===== config.mk =====
export PLATFORM = sky130hd
export DESIGN_NAME = level_sequencer
export DESIGN_NICKNAME = d
export VERILOG_FILES = /design/src/rtl/level_sequencer.sv
export SDC_FILE = /design/constraint.sdc
export NUM_CORES = 1
export LEC_CHECK = 0
export CORE_ASPECT_RATIO = 0.9
export CORE_MARGIN = 5
export CORE_UTILIZATION = 48
export CTS_BUF_LIST = sky130_fd_sc_hd__clkbuf_8
export DETAILED_ROUTE_END_ITERATION = 6
export PLACE_DENSITY = 0.76
export SLEW_MARGIN = 30
export SYNTH_ARGS = -nofsm -noshare
export SYNTH_HDL_FRONTEND = slang
export SYNTH_SLANG_ARGS = --single-unit

===== constraint.sdc =====
create_clock -name clk -period 1.7 [get_ports clk]
set_input_delay 0.17 -clock clk [delete_from_list [all_inputs] [get_ports clk]]
set_output_delay 0.17 -clock clk [all_outputs]
set_load 0.01 [all_outputs]

===== src/rtl/level_sequencer.sv =====
// Game level sequencer: picks random levels, then the maze, tracks lives and wins.
// Ports: clk, resetN (sync, active-low), rand_level, start_game, level_done,
//   player_dead, load_ack in; level_idx, load_req, second_level, playing,
//   lives, levels_cleared, game_over, win out. Define LEVEL_NO_REPEAT_EN to
//   bump a random pick that repeats the previous level.
module level_sequencer #(
  parameter int MAX_RAND           = 6,
  parameter int MAZE_LEVEL         = 7,
  parameter int LEVELS_BEFORE_MAZE = 3,
  parameter int START_LIVES        = 3
) (
  input  logic       clk,
  input  logic       resetN,
  input  logic [3:0] rand_level,
  input  logic       start_game,
  input  logic       level_done,
  input  logic       player_dead,
  input  logic       load_ack,
  output logic [3:0] level_idx,
  output logic       load_req,
  output logic       second_level,
  output logic       playing,
  output logic [1:0] lives,
  output logic [3:0] levels_cleared,
  output logic       game_over,
  output logic       win
);

  localparam logic [2:0] IDLE   = 3'd0;
  localparam logic [2:0] SELECT = 3'd1;
  localparam logic [2:0] LOAD   = 3'd2;
  localparam logic [2:0] PLAY   = 3'd3;
  localparam logic [2:0] OVER   = 3'd4;

  localparam logic [3:0] MAX_IDX  = 4'(MAX_RAND);
  localparam logic [3:0] MAZE_IDX = 4'(MAZE_LEVEL);
  localparam logic [3:0] N_BEFORE = 4'(LEVELS_BEFORE_MAZE);
  localparam logic [1:0] N_LIVES  = 2'(START_LIVES);

  logic [2:0] state;
  logic [3:0] pick;
  logic       maze_next;

  assign maze_next = (levels_cleared == N_BEFORE);

  // Out-of-range generator values fold to level 0.
  always_comb begin
    pick = (rand_level > MAX_IDX) ? 4'd0 : rand_level;
`ifdef LEVEL_NO_REPEAT_EN
    if (pick == level_idx)
      pick = (pick >= MAX_IDX) ? 4'd0 : pick + 4'd1;
`endif
  end

  always_ff @(posedge clk) begin
    if (!resetN) begin
      state          <= IDLE;
      level_idx      <= 4'd0;
      load_req       <= 1'b0;
      second_level   <= 1'b0;
      playing        <= 1'b0;
      lives          <= 2'd0;
      levels_cleared <= 4'd0;
      game_over      <= 1'b0;
      win            <= 1'b0;
    end else begin
      case (state)
        IDLE, OVER: begin
          if (start_game) begin
            state          <= SELECT;
            lives          <= N_LIVES;
            levels_cleared <= 4'd0;
            second_level   <= 1'b0;
            win            <= 1'b0;
            game_over      <= 1'b0;
          end
        end
        SELECT: begin
          state    <= LOAD;
          load_req <= 1'b1;
          if (maze_next) begin
            level_idx    <= MAZE_IDX;
            second_level <= 1'b1;
          end else begin
            level_idx <= pick;
          end
        end
        LOAD: begin
          if (load_ack) begin
            state    <= PLAY;
            load_req <= 1'b0;
            playing  <= 1'b1;
          end
        end
        PLAY: begin
          // level_done wins over a simultaneous death.
          if (level_done) begin
            playing <= 1'b0;
            if (levels_cleared != 4'd15)
              levels_cleared <= levels_cleared + 4'd1;
            if (second_level) begin
              win       <= 1'b1;
              game_over <= 1'b1;
              state     <= OVER;
            end else begin
              state <= SELECT;
            end
          end else if (player_dead) begin
            playing <= 1'b0;
            if (lives > 2'd1) begin
              lives    <= lives - 2'd1;
              load_req <= 1'b1;
              state    <= LOAD;
            end else begin
              lives     <= 2'd0;
              game_over <= 1'b1;
              state     <= OVER;
            end
          end
        end
        default: state <= IDLE;
      endcase
    end
  end

endmodule


==> results_dict.tcl, run 1 <==
set metrics [dict create \
    core_area_um2 1720 \
    path_cells "and3b_1 -> nand3b_4 -> or3b_1 -> a31oi_1" \
    report.final.slew_viol_count 0 \
    synth.most_common_cell "dfxtp_1" \
    drt-total-wl_um 2140 \
    floorplan.initialDensity_pct 51.6 \
    htree_num_levels 1 \
    yosysTopAreaCell "dfxtp_1" \
    synthFlopType "dfxtp_1" \
    synthArstFlopShare_pct 0 \
    power.switching_mw 0.301 \
    cts_root_buffer "clkbuf_8" \
    drt_first_pass_iters 4 \
    synth_cell_types 33 \
    seq_area_um2 360 \
    die_h_um 50.8 \
    clock_skew_ns 0.00122 \
    cp_max_fo 6 \
    nets 141 \
    setup_violations 0 \
    grt_pass1_vias 855 \
    multiInputGateArea_um2 479 \
    finish.instance_area_um2 1220 \
    worstMarginPinSlew_ns 0.388 \
    dpl.hpwl_um 1590 \
    cts_tree "yes" \
    finish.utilization_pct 70.9 \
    ys_top_cells_by_count "dfxtp_1 (18), nand2_1 (14), a21oi_1 (7)" \
    p_leak_nw 0.462 \
    diodes 0 \
    ios 25 \
    globalplace.congestion 0.729 \
    peakVddDrop_uv 627 \
    slowest_delay_ns 0.41 \
    clockPowerShare_pct 31.9 \
    grt_max_degree 13 \
    ys_seq_elements 18 \
    post_cts_resized 0 \
    yosysWarnings 0 \
    path_delay_family "simple AND/OR/NAND/NOR gates" \
    synth_enable_flop_cells 0 \
    clock_sinks 18 \
    globalRouteTotalUtil_pct 17.1 \
    area_growth_pct 37.4 \
    crit_arrival_ns 1.71 \
    rsz0062_at_grt "no" \
    die-area_um2 2810 \
    wl_per_cell_um 14.0 \
    fmax_mhz 656 \
    combPwrFrac_pct 24.5 \
    cap_violations 0 \
    fin_crit_ns 1.53 \
    numCtsBuffers 3 \
    slew_headroom_pct 74.1 \
    syn_area_um2 886 \
    ys_seq_area_share_pct 40.7 \
    ant_nets 0 \
    power_frac_seq_pct 43.6 \
    clk_latency_ns 0.25 \
    port-buffer-count 24 \
    fillCellCount 152 \
    path_buf_inv 0 \
    remaining_drc_errors 0 \
    drive_gt1_share_pct 11.6 \
    antenna_found_initial 0 \
    status "finished clean" \
    p_int_mw 0.800 \
    grt_pass1_wl_um 3810 \
    fin_crit_sh_pct 89.7 \
    cts_hold_buf 0 \
    hold_viol 0 \
    dieWidth_um 55.3 \
    row_count 14 \
    p_sw_share_pct 27.3 \
    clk_pin_slew_worst_paths_ns 0.07 \
    worst_setup_path_start_kind "flip-flop" \
    crit_type "reg2reg" \
    rrSetupSlack_ns 0.17 \
    synthDominantCellAreaShare_pct 40.7 \
    syn_area_per_cell_um2 8.77 \
    syn-num-nets 112 \
    drt_iter0_drc 22 \
    setup_tns_ns 0 \
    synthCells 101 \
    viasPerCell 5.37 \
    via_count 822 \
    p_per_area_nw_per_um2 904 \
    postPlaceCellArea_um2 1160 \
    cp.required_ns 1.88 \
    synthTopCellsByArea "dfxtp_1 (41%), nand2_1 (5.9%), a31oi_1 (4.2%)" \
    grt_overflow 0 \
    crit_path_top_delay_cell "dfxtp_1" \
    cts_setup_buffers 0 \
    endpoint_kind "flip-flop" \
    holdCritPathClass "reg2reg" \
    cts_buffer_depth 2 \
]
## layer usage
layer | part of all wire, % | vias up | routed length, µm | GRT usage [%]
li1 | - | 421 | - | -
met1 | 49 | 380 | 1050 | 20.6
met5 | 0 | - | 0 | 0
met3 | 4.4 | 4 | 95 | 4.87
met4 | 1.7 | 0 | 36 | 7.69
met2 | 45 | 17 | 963 | 28.3
## layout make-up
type,count,share of cell area [%]
Multi-Input combinational cell,75,39.4
Clock buffer,4,4.52
Tap cell,24,2.47
Inverter,2,0.617
Timing Repair Buffer,30,23.4
Sequential cell,18,29.6
## logic make-up (layout without fill, tap and decap cells)
| logic type | Yosys count | in the layout | share of synthesized area (%) |
|---|---|---|---|
| AO/OA/AOI/OAI | 24 | 24 | 16.9 |
| XOR/XNOR | 1 | 1 | 0.989 |
| adder cells (fa/ha/maj) | 1 | 1 | 1.41 |
| buffers and inverters | 8 | 36 | 5.23 |
| flip-flops | 18 | 18 | 40.7 |
| multiplexers | 1 | 1 | 1.27 |
| AND/OR/NAND/NOR | 48 | 48 | 33.5 |
## worst register-to-register path, delay by kind of cell (launching register included)
family | cells | cell delay, ns
flip-flops | 1 | 0.41
AO/OA/AOI/OAI | 1 | 0.17
AND/OR/NAND/NOR | 3 | 0.88
## power groups by stage
stage | registers (mW) | clock network, mW | logic (mW)
global route | 0.485 | 0.380 | 0.296
CTS | 0.480 | 0.355 | 0.270
detailed placement | 0.489 | 0 | 0.268
global placement | 0.486 | 0 | 0.263
floorplan | 0.490 | 0 | 0.160
finish | 0.480 | 0.351 | 0.270
## registers in the layout, summed over array words and instances (netlist names)
name	flops
level_idx	4
levels_cleared	4
state	3
lives	2
game_over	1
load_req	1
playing	1
second_level	1
win	1
## worst paths after layout
kind	startpoint	end	cells past startpoint
max	state[1]$_SDFFE_PN0P_	lives[0]$_SDFFE_PN0P_	4
min	level_idx[3]$_SDFFE_PN0P_	level_idx[3]$_SDFFE_PN0P_	2
max reg2reg	state[1]$_SDFFE_PN0P_	lives[0]$_SDFFE_PN0P_	4
min reg2reg	level_idx[3]$_SDFFE_PN0P_	level_idx[3]$_SDFFE_PN0P_	2
## layout by cell type, fill, tap and decap left out, types with 2 or more instances in the layout
master and count:
nand3_1 4, buf_4 6, a21oi_1 7, nor3b_1 2
dfxtp_1 18, clkbuf_8 4, or3_1 2, o21ai_0 5
clkdlybuf4s50_1 24, nand4_1 2, nand4b_1 3, nor2_1 6
inv_1 2, nand2_1 14, a31oi_1 6, o211a_1 2
nand2b_1 6
## through the flow
stage	cells	total power [mW]	setup WS (ns)	hold WS [ns]
2_1_floorplan	101	0.650	0.342	0.292
3_3_place_gp	149	0.750	0.142	0.416
3_5_place_dp	149	0.757	0.124	0.428
4_1_cts	153	1.10	0.172	0.439
5_1_grt	153	1.16	0.0562	0.473
6_report	153	1.10	0.174	0.435
Note: power is estimated with default switching activity, not from simulation.
==> run 2: changes to the inputs <==
--- a/config.mk
+++ b/config.mk
@@ -5,12 +5,12 @@
 export SDC_FILE = /design/constraint.sdc
 export NUM_CORES = 1
 export LEC_CHECK = 0
-export CORE_ASPECT_RATIO = 0.9
 export CORE_MARGIN = 5
 export CORE_UTILIZATION = 48
 export CTS_BUF_LIST = sky130_fd_sc_hd__clkbuf_8
 export DETAILED_ROUTE_END_ITERATION = 6
-export PLACE_DENSITY = 0.76
+export GPL_ROUTABILITY_DRIVEN = 0
+export PLACE_DENSITY = 0.83
 export SLEW_MARGIN = 30
 export SYNTH_ARGS = -nofsm -noshare
 export SYNTH_HDL_FRONTEND = slang
==> run 2 against run 1 <==
Net effect:
- sequential power about the same
- clock power about the same
- flip-flop and latch count did not move
- power down 0.26%
- via count shrank 1.1%
- first-iteration DRC count fell by 86%
- final cell count shrank 0.65%
- count of clock-buffer cells in the layout unchanged
- register-to-register slack is essentially flat
- core utilization is 2.0 points lower
- design area down 1.1%
- maximum frequency is 0.22% lower
==> results_dict.tcl, run 2 (synthesized netlist as in run 1, its figures left out) <==
set metrics [dict create \
    cts_setup_buffers 0 \
    hold_path_startpoint "level_idx[3]$_SDFFE_PN0P_" \
    cp.required_ns 1.84 \
    layout_common_cells "clkdlybuf4s50_1 (24), dfxtp_1 (18), nand2_1 (14)" \
    numCtsBuffers 3 \
    dieWidth_um 53.0 \
    fin_crit_sh_pct 89.9 \
    worstHoldEndpoint "level_idx[3]$_SDFFE_PN0P_" \
    grt_pass1_vias 787 \
    core_area_um2 1750 \
    die-area_um2 2800 \
    p_total_mw 1.10 \
    via_count 813 \
    drt_iter0_drc 3 \
    post_cts_resized 0 \
    port-buffer-count 24 \
    endpoint_kind "flip-flop" \
    p_leak_nw 0.452 \
    crit_arrival_ns 1.67 \
    cts_tree "yes" \
    die_h_um 53.0 \
    cts_buffer_depth 2 \
    crit_type "reg2reg" \
    antenna_found_initial 0 \
    remaining_drc_errors 0 \
    htree_num_levels 1 \
    cp_max_fo 6 \
    fin_crit_ns 1.53 \
    area_growth_pct 35.9 \
    cts_root_buffer "clkbuf_8" \
    clock_sinks 18 \
    top_layer_used "met4" \
    ff2ff_path_depth 5 \
    report.final.slew_viol_count 0 \
    seq_area_um2 360 \
    wl_met3_um 91 \
    peakVddDrop_uv 603 \
    setup_violations 0 \
    rrSetupSlack_ns 0.17 \
    worstReg2RegEnd "load_req$_SDFFE_PN0P_" \
    wl_per_cell_um 13.4 \
    clk_latency_ns 0.26 \
    regToRegStartpoint "state[1]$_SDFFE_PN0P_" \
    hold_viol 0 \
    fmax_mhz 654 \
    worstMarginPinSlew_ns 0.389 \
    ios 25 \
    diodes 0 \
    drt_first_pass_iters 4 \
    wl_met2_um 915 \
    clock_skew_ns 0.00192 \
    nets 139 \
    critPathLaunch "state[1]$_SDFFE_PN0P_" \
    multiInputGateArea_um2 479 \
    holdCritPathClass "reg2reg" \
    top_regs "level_idx (4), levels_cleared (4), state (3)" \
    whs_path_depth 2 \
    fillCellCount 146 \
    floorplan.initialDensity_pct 50.8 \
    slew_headroom_pct 74.0 \
    grt_overflow 0 \
    drive_gt1_share_pct 10.2 \
    p_per_area_nw_per_um2 912 \
    status "finished clean" \
    viasPerCell 5.35 \
    dpl.hpwl_um 1490 \
    setup_tns_ns 0 \
    clk_pin_slew_worst_paths_ns 0.07 \
    drt-total-wl_um 2030 \
    row_count 15 \
    rsz0062_at_grt "no" \
    cts_hold_buf 0 \
    layout_commonest_cell "clkdlybuf4s50_1" \
    ant_nets 0 \
    grt_max_degree 13 \
    worst_setup_path_start_kind "flip-flop" \
    grt_pass1_wl_um 3500 \
    globalRouteTotalUtil_pct 16.8 \
    drt-met1-wl_um 992 \
    cap_violations 0 \
]
run 2: cell count changes in the layout (fill, tap and decap cells not counted), sizes merged:
cell and delta:
buf -2
run 2: where the power goes:
group / internal [mW] / switching (mW)
registers: 0.453 / 0.0293
logic: 0.138 / 0.125
clock network: 0.206 / 0.146
run 2: stage by stage:
stage	hold slack, ns	instance area, µm²	util [%]	instances	worst slack (ns)
5_1_grt	0.463	1200	69.0	152	0.0511
3_5_place_dp	0.419	1150	65.8	148	0.0851
6_report	0.427	1200	69.0	152	0.171
3_3_place_gp	0.417	1150	65.8	148	0.128
4_1_cts	0.430	1200	69.0	152	0.182
2_1_floorplan	0.292	886	-	101	0.342
run 2: worst max-delay path by stage:
stage                                     end  slack, ns  depth (start not counted)
2_1_floorplan  levels_cleared[3]$_SDFFE_PN0P_       0.34                          5
3_3_place_gp            lives[0]$_SDFFE_PN0P_       0.13                          4
3_5_place_dp            lives[0]$_SDFFE_PN0P_       0.09                          4
4_1_cts                 lives[0]$_SDFFE_PN0P_       0.18                          4
5_1_grt        levels_cleared[3]$_SDFFE_PN0P_       0.05                          4
6_report                load_req$_SDFFE_PN0P_       0.17                          5
run 2: layout make-up:
class / count / share of cell area (%)
multi-input cells: 75 / 39.8
flip-flops and latches: 18 / 29.9
repair buffers: 28 / 22.5
clock buffers: 4 / 4.57
well taps: 25 / 2.60
inverters: 2 / 0.624
run 2: worst max-delay path: stages, from the launching register on:
cell     delay, ns
dfxtp_1       0.40
buf_4         0.17
or2b_1        0.26
o31a_1        0.31
a31oi_1       0.22
nor3_2        0.05
run 2: routing by layer:
| metal | vias up | global-route usage (%) |
|---|---|---|
| met5 | - | 0 |
| met4 | 0 | 7.66 |
| li1 | 418 | - |
| met2 | 15 | 26.7 |
| met3 | 4 | 3.94 |
| met1 | 376 | 21.4 |
